## src/rtl/clk_div_pkg.sv

```systemverilog
// -----------------------------------------------------------------------------
// clk_div_pkg
// Shared types and defaults for the clock-divider control slice.
//   state_t : controller state (BYPASS / RUN / PEND)
//   cfg_t   : configuration word {den, dnum} at the default ratio width
//   *_DFLT  : default widths and the largest legal division ratio
// -----------------------------------------------------------------------------
package clk_div_pkg;

  localparam int CNT_W_DFLT   = 8;
  localparam int NUM_W_DFLT   = 4;
  localparam int MAX_DIV_DFLT = 8;

  typedef enum logic [1:0] {
    ST_BYPASS = 2'd0,
    ST_RUN    = 2'd1,
    ST_PEND   = 2'd2
  } state_t;

  typedef struct packed {
    logic                  den;
    logic [NUM_W_DFLT-1:0] dnum;
  } cfg_t;

endpackage : clk_div_pkg

```

## src/rtl/clk_div_counter.sv

```systemverilog
// -----------------------------------------------------------------------------
// clk_div_counter
// Phase counter for the divider: counts 0..N-1 while advancing, holds when not
// advancing, and clears synchronously on request (clear wins over advance).
// Ports:
//   clk_i   : clock
//   rst_i   : synchronous active-high reset (count -> 0)
//   adv_i   : advance the phase this cycle
//   clr_i   : force the phase to 0 next cycle
//   n_i     : active ratio N (zero-extended to CNT_W)
//   cnt_o   : current phase
//   wrap_o  : phase is N-1 and advancing, i.e. next phase is 0 by wrap
// -----------------------------------------------------------------------------
module clk_div_counter
  import clk_div_pkg::*;
#(
  parameter int CNT_W = CNT_W_DFLT
) (
  input  logic             clk_i,
  input  logic             rst_i,
  input  logic             adv_i,
  input  logic             clr_i,
  input  logic [CNT_W-1:0] n_i,
  output logic [CNT_W-1:0] cnt_o,
  output logic             wrap_o
);

  logic [CNT_W-1:0] cnt_q;
  logic [CNT_W-1:0] cnt_d;
  logic             last;

  // With N=1 this is always true, so the phase sits at 0 and wraps every cycle.
  assign last = (cnt_q == (n_i - CNT_W'(1)));

  always_comb begin
    cnt_d = cnt_q;
    if (clr_i) begin
      cnt_d = '0;
    end else if (adv_i) begin
      cnt_d = last ? '0 : (cnt_q + CNT_W'(1));
    end
  end

  always_ff @(posedge clk_i) begin
    if (rst_i) begin
      cnt_q <= '0;
    end else begin
      cnt_q <= cnt_d;
    end
  end

  assign cnt_o  = cnt_q;
  assign wrap_o = adv_i & last;

endmodule : clk_div_counter

```

## src/rtl/clk_div_ctrl.sv

```systemverilog
// -----------------------------------------------------------------------------
// clk_div_ctrl
// Sequences the clock-divider / gate-enable datapath. Owns the division phase
// (dcnt) and the per-period gate enable. Ratio/enable configs arrive over a
// valid/ready handshake and are only applied at a period boundary so gate_en
// never produces a runt period.
//
// Optional feature (macro CLK_DIV_CTRL_PERIOD_CNT_EN):
//   adds output period_cnt[15:0], a saturating count of RUN wraps, cleared on
//   reset and whenever a config is applied.
//
// Ports:
//   clk        : sole clock
//   rst        : synchronous active-high reset
//   div_en     : run enable; low freezes the phase
//   cfg_valid  : config request
//   cfg_ready  : config accept (low only while a config is pending)
//   cfg_den    : 0 = bypass (gate_en held 1)
//   cfg_dnum   : ratio N, legal 1..MAX_DIV
//   dcnt       : current phase 0..N-1
//   gate_en    : 1 in the phase-0 cycle (RUN), constant 1 (BYPASS)
//   busy       : 1 while a config is pending
//   cfg_err    : one-cycle pulse after accepting den=1 with an illegal ratio
//   period_cnt : (optional) saturating RUN wrap count
// -----------------------------------------------------------------------------
module clk_div_ctrl
  import clk_div_pkg::*;
#(
  parameter int CNT_W   = CNT_W_DFLT,
  parameter int NUM_W   = NUM_W_DFLT,
  parameter int MAX_DIV = MAX_DIV_DFLT
) (
  input  logic             clk,
  input  logic             rst,
  input  logic             div_en,
  input  logic             cfg_valid,
  output logic             cfg_ready,
  input  logic             cfg_den,
  input  logic [NUM_W-1:0] cfg_dnum,
  output logic [CNT_W-1:0] dcnt,
  output logic             gate_en,
  output logic             busy,
  output logic             cfg_err
`ifdef CLK_DIV_CTRL_PERIOD_CNT_EN
  ,
  output logic [15:0]      period_cnt
`endif
);

  // Ratio is compared at counter width so oversize dnum values are caught.
  function automatic logic cfg_is_legal(input logic den, input logic [NUM_W-1:0] dnum);
    logic [CNT_W-1:0] n_ext;
    n_ext = CNT_W'(dnum);
    return den && (n_ext != '0) && (n_ext <= CNT_W'(MAX_DIV));
  endfunction

  state_t           state_q;
  logic [CNT_W-1:0] n_q;
  logic             gate_en_q;
  logic             busy_q;
  logic             cfg_err_q;
  logic             sh_den_q;
  logic [NUM_W-1:0] sh_dnum_q;

  logic             xfer;
  logic             in_legal;
  logic             sh_legal;
  logic             pend_apply;
  logic             cnt_adv;
  logic             cnt_clr;
  logic             wrap;
  logic [CNT_W-1:0] cnt;

  assign cfg_ready = (state_q != ST_PEND);
  assign xfer      = cfg_valid & cfg_ready;
  assign in_legal  = cfg_is_legal(cfg_den, cfg_dnum);
  assign sh_legal  = cfg_is_legal(sh_den_q, sh_dnum_q);

  // A pending config lands at the next wrap; if the run enable is dropped the
  // wrap may never come, so it lands immediately instead.
  assign pend_apply = (state_q == ST_PEND) && (!div_en || wrap);

  assign cnt_adv = div_en && ((state_q == ST_RUN) || (state_q == ST_PEND));
  assign cnt_clr = (state_q == ST_BYPASS) || pend_apply;

  clk_div_counter #(
    .CNT_W (CNT_W)
  ) u_counter (
    .clk_i  (clk),
    .rst_i  (rst),
    .adv_i  (cnt_adv),
    .clr_i  (cnt_clr),
    .n_i    (n_q),
    .cnt_o  (cnt),
    .wrap_o (wrap)
  );

  always_ff @(posedge clk) begin
    if (rst) begin
      state_q   <= ST_BYPASS;
      n_q       <= '0;
      gate_en_q <= 1'b0;
      busy_q    <= 1'b0;
      cfg_err_q <= 1'b0;
      sh_den_q  <= 1'b0;
      sh_dnum_q <= '0;
    end else begin
      // Error pulse follows acceptance, whichever state accepted it.
      cfg_err_q <= xfer & cfg_den & ~in_legal;

      case (state_q)
        ST_BYPASS: begin
          gate_en_q <= 1'b1;
          busy_q    <= 1'b0;
          if (xfer && in_legal) begin
            state_q   <= ST_RUN;
            n_q       <= CNT_W'(cfg_dnum);
            gate_en_q <= div_en;
          end
        end

        ST_RUN: begin
          gate_en_q <= wrap;
          // Even when accepted on the last phase, the shadow waits for the
          // following boundary: PEND always sees one full old-ratio period.
          if (xfer) begin
            state_q   <= ST_PEND;
            busy_q    <= 1'b1;
            sh_den_q  <= cfg_den;
            sh_dnum_q <= cfg_dnum;
          end
        end

        ST_PEND: begin
          if (pend_apply) begin
            gate_en_q <= 1'b1;
            busy_q    <= 1'b0;
            if (sh_legal) begin
              state_q <= ST_RUN;
              n_q     <= CNT_W'(sh_dnum_q);
            end else begin
              state_q <= ST_BYPASS;
              n_q     <= '0;
            end
          end else begin
            gate_en_q <= wrap;
          end
        end

        default: begin
          state_q   <= ST_BYPASS;
          n_q       <= '0;
          gate_en_q <= 1'b1;
          busy_q    <= 1'b0;
        end
      endcase
    end
  end

  assign dcnt    = cnt;
  assign gate_en = gate_en_q;
  assign busy    = busy_q;
  assign cfg_err = cfg_err_q;

`ifdef CLK_DIV_CTRL_PERIOD_CNT_EN
  logic        cfg_applied;
  logic [15:0] period_cnt_q;

  assign cfg_applied = ((state_q == ST_BYPASS) && xfer) || pend_apply;

  always_ff @(posedge clk) begin
    if (rst) begin
      period_cnt_q <= '0;
    end else if (cfg_applied) begin
      period_cnt_q <= '0;
    end else if ((state_q == ST_RUN) && wrap && (period_cnt_q != 16'hFFFF)) begin
      period_cnt_q <= period_cnt_q + 16'd1;
    end
  end

  assign period_cnt = period_cnt_q;
`endif

endmodule : clk_div_ctrl

```

## config.mk

```make
export PLATFORM = sky130hd
export DESIGN_NAME = clk_div_ctrl
export DESIGN_NICKNAME = d
export VERILOG_FILES = /design/src/rtl/clk_div_pkg.sv /design/src/rtl/clk_div_counter.sv /design/src/rtl/clk_div_ctrl.sv
export SDC_FILE = /design/constraint.sdc
export NUM_CORES = 1
export LEC_CHECK = 0
export CAP_MARGIN = 20
export CELL_PAD_IN_SITES_DETAIL_PLACEMENT = 1
export CELL_PAD_IN_SITES_GLOBAL_PLACEMENT = 1
export CORE_ASPECT_RATIO = 0.6
export CORE_MARGIN = 2
export CORE_UTILIZATION = 40
export CTS_BUF_LIST = sky130_fd_sc_hd__clkbuf_16
export CTS_CLUSTER_SIZE = 28
export DETAILED_ROUTE_END_ITERATION = 12
export PLACE_DENSITY_LB_ADDON = 0.1
export RECOVER_POWER = 25
export SETUP_SLACK_MARGIN = 0.2
export SLEW_MARGIN = 20
export SYNTH_ARGS = -nofsm -noshare
export SYNTH_HDL_FRONTEND = slang
export SYNTH_SLANG_ARGS = --single-unit
```

## constraint.sdc

```tcl
create_clock -name clk -period 2.7 [get_ports clk]
set_clock_uncertainty 0.15 [all_clocks]
set_input_delay 0.81 -clock clk [delete_from_list [all_inputs] [get_ports clk]]
set_output_delay 0.81 -clock clk [all_outputs]
set_load 0.005 [all_outputs]
```

==> summary.md <==
| Metric | Value |
|---|---|
| Status | finished, final reports clean |
| Mapped Avg Cell Area | 8.85 sq um |
| First-pass GRT wire length | 6.45 mm |
| DRT Wirelength | 3.86 mm |
| Bufs and invs on worst path | 3 |
| Htree depth | 1 |
| Post-DR wirelength/cell | 16.7 um |
| Slew Viols, Final | 0 |
| Share of cells above drive strength 1 | 19.4% |
| Number of fill cells | 395 |
| CTS tree | built |
| Crit Path Max Fanout | 9 |
| Hold_ws | 337 ps |
| Congestion Overflow GR | 0 |
| Area leader, netlist | dfxtp_1 |
| Fin crit share | 91.3% |
| Slew Limit Headroom | 70.1% |
| Number of flops mapped to enable cells by yosys | 0 |
| Setup TNS | 0 ps |
| Initial drt markers | 48 |
| Vias in the first global route | 1254 |
| DR vias | 1222 |
| Yosys reg bits | 22 |
| Final hold violation count | 0 |
| Min cycle time layout | 2470 ps |
| Area occupied by multi-input gates | 878 sq um |
| Part of the power in registers | 29.4% |
| Core Box Area | 3240 sq um |
| Async set-reset flop share out of synthesis | 0% |
| Data required, critical path | 1740 ps |
| Vias/cell | 5.29 |
| CTS clock-pin slew for the worst setup and hold paths | 60 ps |
| Die Area | 3880 sq um |
| Worst setup path class | reg -> out |
| Antenna cells | 0 |
| Post-synth net total | 169 |
| Final Setup Violations | 0 |
| Hold_buf cts | 0 |
| CTS Buffer Depth | 2 |
| Crit path max-delay family | buffers and inverters |
| Power Total | 1.44 mW |
| Die Wd | 79.1 um |
| Commonest non-fill, non-tap cell in the layout | dfxtp_1 |
| Seq/Total Area, Yosys | 32.5% |
| RSZ-0062 raised after global routing | yes |
| Slew @ Worst Pin | 445 ps |
| TritonCTS buffer count | 3 |
| Antenna violations before repair | 0 |
| Distinct cells, synth | 45 |
| Power Density | 798 nW/um^2 |
| DR DRC count | 0 |
| Ranking of synthesized cells by area | dfxtp_1 33%, ha_1 6.5%, xor2_1 6.5% |
| Largest net degree at the start of global routing | 19 |
| Post-Syn Area | 1350 sq um |
| GPL Wtd Cong | 0.809 |
| DP HPWL | 2.92 mm |
| Sink Count | 22 |
| Crit path arrival time | 1510 ps |
| Clock power share | 21.8% |
| Placed cells | 225 |
| Max cap viols | 0 |
| Area Growth Syn to Fin | 33.2% |
| Internal power | 0.898 mW |
| Largest vdd supply drop | 314 uV |
| Initial Util | 41.7% |
| Most frequent cell on the critical path | inv_1 |
| Utilization after layout | 55.6% |
| Clk root buf | clkbuf_16 |
| Skew-Pair Late Insertion Delay | 250 ps |
| Height of the die | 49.1 um |
| Global Route Usage Sum | 21.5% |
| Highest-delay cell along the critical path | clkdlybuf4s50_1 |
| Crit path launch type | flop |
| TritonRoute pass-1 iters | 4 |
| Final net count | 204 |
| Syn Inst Count | 153 |
| Leak | 0.765 nW |
| Critical Path Sink Type | output pin |
| Top achievable clock speed | 0.405 GHz |
| Sequential cell area | 443 sq um |
| Critical Path, Cell by Cell | inv_1, ha_4, inv_1, clkdlybuf4s50_1 |
| Switching share of power | 37.6% |
| Gate power share | 48.8% |
| P_sw | 0.541 mW |
| Antenna violation net count after detailed routing | 0 |
| Port Buf Inserts | 20 |
| I/O Pins | 21 |
| CP peak stage delay | 500 ps |
| Non-filler instance count after layout | 231 |
| Most frequent cells in the layout | 20 x dfxtp_1, 16 x nor2_1, 16 x clkdlybuf4s50_1 |
| Share of the synthesized area in the top cell type | 32.5% |
| Yosys warns | 0 |
| Ys flop type | dfxtp_1 |
| HP Class | reg -> reg |
| Row count | 16 |
-- cells by family after synthesis --
kind of cell / share of synthesized area, %
xor gates and xnor gates: 8.41
and+or+nand+nor: 24.2
AOI/OAI and AO/OA: 14.4
muxes: 8.87
buffers and inverters: 5.08
adders and majority gates: 6.47
DFF: 32.5
-- synth_stat cells (2+ instances only) --
cell type and number:
nand3_1 5, nor2_1 16, xor2_1 10, and2b_1 2
clkbuf_1 2, ha_1 7, xnor2_1 3, nor3_1 12
nand4_1 3, o21ai_0 2, a21oi_1 4, nor4_1 2
dfxtp_1 22, mux2i_1 6, mux2_4 4, a22oi_1 4
nand2_1 11, inv_1 10, o211ai_1 2
-- sequential cells by signal, indices dropped and copies added, names as in the netlist --
name / flops
busy: 1
cfg_err: 1
gate_en: 1
n_q: 4
sh_den_q: 1
sh_dnum_q: 4
state_q: 2
u_counter.cnt_o: 8
-- worst paths after layout --
kind	slack, ps	endpoint	start	cells after the start
worst max-delay path	230	cfg_ready	state_q[0]$_SDFFE_PP0P_	4
worst min-delay path	340	state_q[0]$_SDFFE_PP0P_	state_q[0]$_SDFFE_PP0P_	2
worst max register to register	320	n_q[0]$_SDFFE_PP0P_	n_q[0]$_SDFFE_PP0P_	8
worst min register to register	340	state_q[0]$_SDFFE_PP0P_	state_q[0]$_SDFFE_PP0P_	2
-- final cells by class --
cell class	count	area share (%)
multi-input cells	116	48.7
flip-flops and latches	22	24.6
repair buffers	35	17.3
clock buffers	3	4.16
well taps	45	3.12
inverters	10	2.08
-- per-layer routing --
layer  up-vias  GRT usage [%]  routed length, um
met3         4           5.00                116
met5         -              0                  0
li1        605              -                  -
met1       597           33.4               2000
met4         0           3.45                 25
met2        16           30.6               1720
-- stage by stage --
step | instance area, sq um | setup WS (ps)
global route | 1800 | 149
detailed placement | 1670 | -121
floorplan | 1350 | 463
CTS | 1770 | 195
global placement | 1670 | -67.2
finish | 1800 | 234
-- repair_timing --
action	4_1_cts	5_1_grt
pin swaps	2	2
endpoints found under the setup margin	9	7
gates resized for setup	4	4
buffers inserted	2	1
endpoints found under the hold margin	0	0
gates cloned	0	0
-- power by group through the flow --
| stage | Clock, mW | Combinational [mW] | Sequential, mW |
|---|---|---|---|
| global route | 0.337 | 0.766 | 0.433 |
| finish | 0.313 | 0.702 | 0.423 |
| CTS | 0.322 | 0.670 | 0.420 |
| global placement | 0 | 0.628 | 0.420 |
| floorplan | 0 | 0.470 | 0.410 |
| detailed placement | 0 | 0.654 | 0.422 |
-- worst register-to-register path: stages, from the launching register on --
cell	delay, ps
dfxtp_2	370
inv_1	80
ha_1	240
and3b_1	170
o211ai_1	380
a2111oi_4	130
buf_4	180
o21ai_4	240
mux2_4	340
(Power assumes the default switching activity.)
